File: config.mk
export PLATFORM = sky130hd
export DESIGN_NAME = alu_cmp_sequencer
export DESIGN_NICKNAME = d
export VERILOG_FILES = /design/src/rtl/alu_pkg.sv /design/src/rtl/cmp_rr_arbiter.sv /design/src/rtl/alu_cmp_sequencer.sv
export SDC_FILE = /design/constraint.sdc
export NUM_CORES = 1
export LEC_CHECK = 0
export ABC_AREA = 0
export CELL_PAD_IN_SITES_DETAIL_PLACEMENT = 0
export CELL_PAD_IN_SITES_GLOBAL_PLACEMENT = 1
export CORE_MARGIN = 5
export CORE_UTILIZATION = 32
export CTS_BUF_LIST = sky130_fd_sc_hd__clkbuf_4 sky130_fd_sc_hd__clkbuf_8
export CTS_CLUSTER_SIZE = 12
export DETAILED_ROUTE_END_ITERATION = 7
export PLACE_DENSITY_LB_ADDON = 0.1
export SLEW_MARGIN = 15
export SYNTH_ARGS = -nofsm -noshare
export SYNTH_HDL_FRONTEND = slang
export SYNTH_SLANG_ARGS = --single-unit
File: constraint.sdc
create_clock -name soc_clk -period 10.3 [get_ports soc_clk]
set_input_delay 3.09 -clock soc_clk [delete_from_list [all_inputs] [get_ports soc_clk]]
set_output_delay 3.09 -clock soc_clk [all_outputs]
set_load 0.02 [all_outputs]
File: src/rtl/alu_pkg.sv
// Shared ALU comparator definitions: opcode encodings, sequencer state type
// and the legal-opcode test used by alu_cmp_sequencer.
package alu_pkg;

    localparam int CMP_OP_W = 5;

    localparam logic [CMP_OP_W-1:0] OP_BEQ  = 5'd0;
    localparam logic [CMP_OP_W-1:0] OP_BNE  = 5'd1;
    localparam logic [CMP_OP_W-1:0] OP_BLT  = 5'd2;
    localparam logic [CMP_OP_W-1:0] OP_BGE  = 5'd3;
    localparam logic [CMP_OP_W-1:0] OP_BLTU = 5'd4;
    localparam logic [CMP_OP_W-1:0] OP_BGEU = 5'd5;
    localparam logic [CMP_OP_W-1:0] OP_SLT  = 5'd9;
    localparam logic [CMP_OP_W-1:0] OP_SLTU = 5'd10;

    typedef enum logic [1:0] {
        ST_IDLE,
        ST_ISSUE,
        ST_CAPTURE,
        ST_RESP
    } seq_state_e;

    function automatic logic is_legal_cmp_op(input logic [CMP_OP_W-1:0] op);
        case (op)
            OP_BEQ, OP_BNE, OP_BLT, OP_BGE, OP_BLTU, OP_BGEU, OP_SLT, OP_SLTU:
                return 1'b1;
            default:
                return 1'b0;
        endcase
    endfunction

endpackage

File: src/rtl/cmp_rr_arbiter.sv
// Two-way round-robin arbiter; the pointer names the requester that wins a tie
// and moves to the other requester whenever a grant is taken.
module cmp_rr_arbiter (
    input  logic       soc_clk,
    input  logic       reset,
    input  logic [1:0] req,
    input  logic       advance,
    output logic [1:0] grant
);

    logic ptr_q;
    logic ptr_d;

    always_comb begin
        grant = 2'b00;
        case (req)
            2'b01:   grant = 2'b01;
            2'b10:   grant = 2'b10;
            2'b11:   grant = ptr_q ? 2'b10 : 2'b01;
            default: grant = 2'b00;
        endcase
    end

    always_comb begin
        ptr_d = ptr_q;
        if (advance && (grant != 2'b00)) begin
            ptr_d = grant[0];
        end
    end

    always_ff @(posedge soc_clk or posedge reset) begin
        if (reset) begin
            ptr_q <= 1'b0;
        end else begin
            ptr_q <= ptr_d;
        end
    end

endmodule

File: src/rtl/alu_cmp_sequencer.sv
// Shares one registered comparator between the branch path (req 0) and the
// SLT/SLTU path (req 1). Optional illegal-op bypass: ALU_CMP_SEQ_ILLEGAL_OP_EN.
//   state      | meaning
//   ST_IDLE    | waiting for a request, arbiter active
//   ST_ISSUE   | cmp_dat_ready pulsed, comparator samples at closing edge
//   ST_CAPTURE | comparator result latched into response registers
//   ST_RESP    | response held until the granted requester takes it
module alu_cmp_sequencer
    import alu_pkg::*;
#(
    parameter int DATA_W = 32,
    parameter int OP_W   = 5
) (
    input  logic                soc_clk,
    input  logic                reset,
    input  logic [1:0]          req_valid,
    output logic [1:0]          req_ready,
    input  logic [2*OP_W-1:0]   req_op,
    input  logic [2*DATA_W-1:0] req_dat1,
    input  logic [2*DATA_W-1:0] req_dat2,
    output logic [1:0]          resp_valid,
    input  logic [1:0]          resp_ready,
    output logic                resp_con_met,
    output logic [DATA_W-1:0]   resp_data,
    output logic                resp_err,
    output logic                cmp_dat_ready,
    output logic [OP_W-1:0]     cmp_instr,
    output logic [DATA_W-1:0]   cmp_dat1,
    output logic [DATA_W-1:0]   cmp_dat2,
    input  logic                cmp_con_met,
    input  logic [DATA_W-1:0]   cmp_out,
    output logic                busy
);

    seq_state_e        state_q, state_d;
    logic              gnt_q, gnt_d;
    logic [OP_W-1:0]   cmp_instr_q, cmp_instr_d;
    logic [DATA_W-1:0] cmp_dat1_q, cmp_dat1_d;
    logic [DATA_W-1:0] cmp_dat2_q, cmp_dat2_d;
    logic              cmp_dat_ready_q, cmp_dat_ready_d;
    logic [1:0]        resp_valid_q, resp_valid_d;
    logic              resp_con_met_q, resp_con_met_d;
    logic [DATA_W-1:0] resp_data_q, resp_data_d;
`ifdef ALU_CMP_SEQ_ILLEGAL_OP_EN
    logic              resp_err_q, resp_err_d;
`endif

    logic [1:0]        arb_req;
    logic [1:0]        arb_grant;
    logic              accept;
    logic [OP_W-1:0]   sel_op;
    logic [DATA_W-1:0] sel_dat1;
    logic [DATA_W-1:0] sel_dat2;

    assign arb_req = (state_q == ST_IDLE) ? req_valid : 2'b00;

    cmp_rr_arbiter u_arb (
        .soc_clk (soc_clk),
        .reset   (reset),
        .req     (arb_req),
        .advance (accept),
        .grant   (arb_grant)
    );

    // Ready is held low while reset is asserted even though state already reads IDLE.
    assign req_ready = reset ? 2'b00 : arb_grant;
    assign accept    = (req_ready != 2'b00);

    assign sel_op   = req_ready[1] ? req_op[2*OP_W-1:OP_W]       : req_op[OP_W-1:0];
    assign sel_dat1 = req_ready[1] ? req_dat1[2*DATA_W-1:DATA_W] : req_dat1[DATA_W-1:0];
    assign sel_dat2 = req_ready[1] ? req_dat2[2*DATA_W-1:DATA_W] : req_dat2[DATA_W-1:0];

    always_comb begin
        state_d         = state_q;
        gnt_d           = gnt_q;
        cmp_instr_d     = cmp_instr_q;
        cmp_dat1_d      = cmp_dat1_q;
        cmp_dat2_d      = cmp_dat2_q;
        cmp_dat_ready_d = 1'b0;
        resp_valid_d    = resp_valid_q;
        resp_con_met_d  = resp_con_met_q;
        resp_data_d     = resp_data_q;
`ifdef ALU_CMP_SEQ_ILLEGAL_OP_EN
        resp_err_d      = resp_err_q;
`endif
        case (state_q)
            ST_IDLE: begin
                if (accept) begin
                    gnt_d = req_ready[1];
`ifdef ALU_CMP_SEQ_ILLEGAL_OP_EN
                    if (!is_legal_cmp_op(sel_op)) begin
                        state_d        = ST_RESP;
                        resp_valid_d   = req_ready;
                        resp_con_met_d = 1'b0;
                        resp_data_d    = '0;
                        resp_err_d     = 1'b1;
                    end else
`endif
                    begin
                        state_d         = ST_ISSUE;
                        cmp_instr_d     = sel_op;
                        cmp_dat1_d      = sel_dat1;
                        cmp_dat2_d      = sel_dat2;
                        cmp_dat_ready_d = 1'b1;
                    end
                end
            end
            ST_ISSUE: begin
                state_d = ST_CAPTURE;
            end
            ST_CAPTURE: begin
                state_d        = ST_RESP;
                resp_con_met_d = cmp_con_met;
                resp_data_d    = cmp_out;
                resp_valid_d   = gnt_q ? 2'b10 : 2'b01;
`ifdef ALU_CMP_SEQ_ILLEGAL_OP_EN
                resp_err_d     = 1'b0;
`endif
            end
            ST_RESP: begin
                if (resp_ready[gnt_q]) begin
                    state_d      = ST_IDLE;
                    resp_valid_d = 2'b00;
                end
            end
            default: begin
                state_d = ST_IDLE;
            end
        endcase
    end

    always_ff @(posedge soc_clk or posedge reset) begin
        if (reset) begin
            state_q         <= ST_IDLE;
            gnt_q           <= 1'b0;
            cmp_instr_q     <= '0;
            cmp_dat1_q      <= '0;
            cmp_dat2_q      <= '0;
            cmp_dat_ready_q <= 1'b0;
            resp_valid_q    <= 2'b00;
            resp_con_met_q  <= 1'b0;
            resp_data_q     <= '0;
`ifdef ALU_CMP_SEQ_ILLEGAL_OP_EN
            resp_err_q      <= 1'b0;
`endif
        end else begin
            state_q         <= state_d;
            gnt_q           <= gnt_d;
            cmp_instr_q     <= cmp_instr_d;
            cmp_dat1_q      <= cmp_dat1_d;
            cmp_dat2_q      <= cmp_dat2_d;
            cmp_dat_ready_q <= cmp_dat_ready_d;
            resp_valid_q    <= resp_valid_d;
            resp_con_met_q  <= resp_con_met_d;
            resp_data_q     <= resp_data_d;
`ifdef ALU_CMP_SEQ_ILLEGAL_OP_EN
            resp_err_q      <= resp_err_d;
`endif
        end
    end

    assign cmp_instr     = cmp_instr_q;
    assign cmp_dat1      = cmp_dat1_q;
    assign cmp_dat2      = cmp_dat2_q;
    assign cmp_dat_ready = cmp_dat_ready_q;
    assign resp_valid    = resp_valid_q;
    assign resp_con_met  = resp_con_met_q;
    assign resp_data     = resp_data_q;
    assign busy          = (state_q != ST_IDLE);
`ifdef ALU_CMP_SEQ_ILLEGAL_OP_EN
    assign resp_err      = resp_err_q;
`else
    assign resp_err      = 1'b0;
`endif

endmodule

==> impl_metrics.tcl <==
set metrics [dict create \
    status "finished clean" \
    crit_path_start_kind "input port" \
    vias_per_cell 4.560 \
    seqPwrFrac 0.320 \
    crit_fanout 71 \
    final_util 0.5107 \
    area_growth_pct 56.79 \
    yosys_warnings 0 \
    synth_seq_cells 109 \
    overflow 0 \
    drt-pass1-iter-count 4 \
    clock_sinks 109 \
    io_pins 286 \
    rows 47 \
    dr_total_vias 4455 \
    fp.dieH_um 139.7 \
    clockBufferDepth 2 \
    ctsResizeCount 0 \
    powerDensity_nw_per_um2 277.7 \
    netlist_area_um2 5383 \
    hold_violations 0 \
    first_global_vias 4713 \
    cp.required_ns 7.21 \
    dp_hpwl_um 12510 \
    cts_buffers 9 \
    grt_pass1_wl_um 26800 \
    power.leakage_nw 3.409 \
    post-cts-setup-buffers 0 \
    core_um2 16520 \
    rsz0062_at_grt "false" \
    hold_class "flop to flop" \
    slew-limit-headroom 0.4507 \
    tns_ns 0 \
    drt_iter0_markers 141 \
    fin_nets 933 \
    clkLatencyLatePin_ns 0.38 \
    cts_tree "done" \
    ant_nets 0 \
    htree_levels 3 \
    internal_power_mw 1.387 \
    clk_pin_slew_ns 0.11 \
    dieWidth_um 139.7 \
    grt_start_max_net_pins 72 \
    postSynthCellCount 484 \
    critical_path_arrival_ns 5.19 \
    crit_type "input port to output pin" \
    peakVddDrop_v 0.0001134 \
    combPwrFrac 0.559 \
    clock.fmax_mhz 120.8 \
    fin_crit_sh 0.8037 \
    num_antenna_cells 0 \
    cts_hold_buffers 0 \
    avgSynthCellArea_um2 11.12 \
    finalCriticalPeriod_ns 8.278 \
    drt_wl_total_um 17250 \
    end_kind "output pin" \
    avgRoutedWirePerCell_um 17.65 \
    setup_viol 0 \
    root_buffer "clkbuf_8" \
    drive_above_1_share 0.2259 \
    ys_types 25 \
    clockPowerShare 0.121 \
    worst_slew_pin_slew_ns 0.8240 \
    syn-num-nets 665 \
    nFillCells 1462 \
    dieArea_um2 19510 \
    antenna_found_initial 0 \
    place_congestion 0.7647 \
    portBuffers 284 \
    post-route-drc-count 0 \
    switchingPower_mw 0.9565 \
    fin_skew_ns 0.01972 \
    start_util 0.3257 \
    ys_seq_area_frac 0.5067 \
    cap_violations 0 \
    track_usage 0.1723 \
    sw_frac_of_total 0.4082 \
    drv_slew 0 \
]
==> layout by cell type, fill, tap and decap left out, types with 2 or more instances in the layout <==
| master | instances |
|---|---|
| dfrtp_1 | 109 |
| inv_8 | 3 |
| a21oi_2 | 136 |
| clkdlybuf4s50_1 | 284 |
| clkbuf_8 | 9 |
| mux2_2 | 6 |
| ha_1 | 4 |
| mux2i_1 | 3 |
| inv_1 | 3 |
| clkinv_4 | 2 |
| a21oi_1 | 3 |
| mux2_1 | 28 |
| nor2_1 | 73 |
| nand2_1 | 73 |
| buf_4 | 6 |
| o21ai_1 | 2 |
==> final cells by class <==
cell class / instances / area, µm² / share of cell area
Sequential cell: 109 / 2728 / 0.3232
Tap cell: 220 / 275.3 / 0.03262
Inverter: 6 / 32.53 / 0.003855
Clock buffer: 10 / 131.4 / 0.01557
Clock inverter: 6 / 78.83 / 0.009340
Timing Repair Buffer: 290 / 2888 / 0.3422
Multi-Input combinational cell: 336 / 2306 / 0.2732
==> per-stage QoR <==
step           total power [mW]  hold WS, ns  setup slack (ns)  std cells  cell area [µm²]
2_1_floorplan             1.501       0.4793             3.443        484             5383
3_3_place_gp              2.070       0.4664             1.965        961             8229
3_5_place_dp              2.095       0.4737             1.958        961             8229
4_1_cts                   2.385       0.5025             1.955        977             8439
5_1_grt                   2.498       0.5062             1.910        977             8439
6_report                  2.343       0.4967             2.022        977             8439
==> flip-flops by register name, summed over array words and instances, names as in the netlist <==
signal / flops
cmp_dat_ready: 1
gnt_q: 1
cmp_instr: 5
cmp_dat1: 32
resp_data: 32
resp_con_met: 1
u_arb.ptr_q: 1
resp_valid: 2
cmp_dat2: 32
state_q: 2
==> synthesized netlist by cell type <==
| cell type | n | area share |
|---|---|---|
| a21boi_2 | 1 | 0.0021 |
| a21oi_1 | 3 | 0.0028 |
| a21oi_2 | 136 | 0.22 |
| a22o_1 | 1 | 0.0016 |
| and2b_4 | 1 | 0.0019 |
| buf_12 | 7 | 0.026 |
| buf_2 | 17 | 0.016 |
| buf_4 | 2 | 0.0028 |
| buf_6 | 7 | 0.015 |
| conb_1 | 1 | 0.00070 |
| dfrtp_1 | 109 | 0.51 |
| ha_1 | 4 | 0.0093 |
| inv_1 | 4 | 0.0028 |
| inv_2 | 1 | 0.00070 |
| inv_8 | 1 | 0.0021 |
| mux2_1 | 28 | 0.059 |
| mux2_2 | 6 | 0.013 |
| mux2i_1 | 3 | 0.0056 |
| nand2_1 | 73 | 0.051 |
| nand2b_1 | 1 | 0.0012 |
| nand3_1 | 1 | 0.00093 |
| nand3_4 | 1 | 0.0033 |
| nor2_1 | 73 | 0.051 |
| o21ai_1 | 2 | 0.0019 |
| o21ai_4 | 1 | 0.0030 |
==> final timing paths <==
kind,startpoint,slack (ns),end,cells past startpoint
setup / recovery,reset,2.02,req_ready[1],5
hold / removal,resp_data[19],0.50,resp_data[19],1
setup reg to reg,state_q[0],7.52,cmp_dat1[0],9
hold reg to reg,resp_data[19],0.50,resp_data[19],1
max in group asynchronous,reset,5.89,cmp_instr[4],3
min in group asynchronous,reset,3.17,resp_data[20],2
==> worst max-delay path, stage by stage <==
cell and delay (ns):
clkdlybuf4s50_1 0.45, and2b_4 0.31, nand3_4 0.11, inv_8 0.47
clkdlybuf4s50_1 0.73
==> routing by layer <==
metal	vias up	share of wire	track usage
li1	2150	-	-
met2	182	0.48	0.2823
met5	-	0	0
met1	2107	0.43	0.2203
met3	16	0.080	0.05626
met4	0	0.015	0.04539
==> power groups by stage <==
stage / Combinational (mW) / Sequential (mW) / Clock [mW]
finish: 1.31 / 0.751 / 0.283
global route: 1.40 / 0.780 / 0.314
CTS: 1.33 / 0.753 / 0.297
detailed placement: 1.33 / 0.762 / 0
global placement: 1.32 / 0.751 / 0
floorplan: 0.494 / 1.01 / 0
==> kinds of logic (layout without fill, tap and decap cells) <==
family,count (synthesis),count (layout),synth area share
other cells,1,1,0.0006967
flops,109,109,0.5067
simple gates,150,150,0.1090
compound gates,144,144,0.2327
mux,37,37,0.07671
buf+inv,39,312,0.06485
fa+ha+maj,4,4,0.009298
No activity file was read; power rests on OpenSTA's default activity.
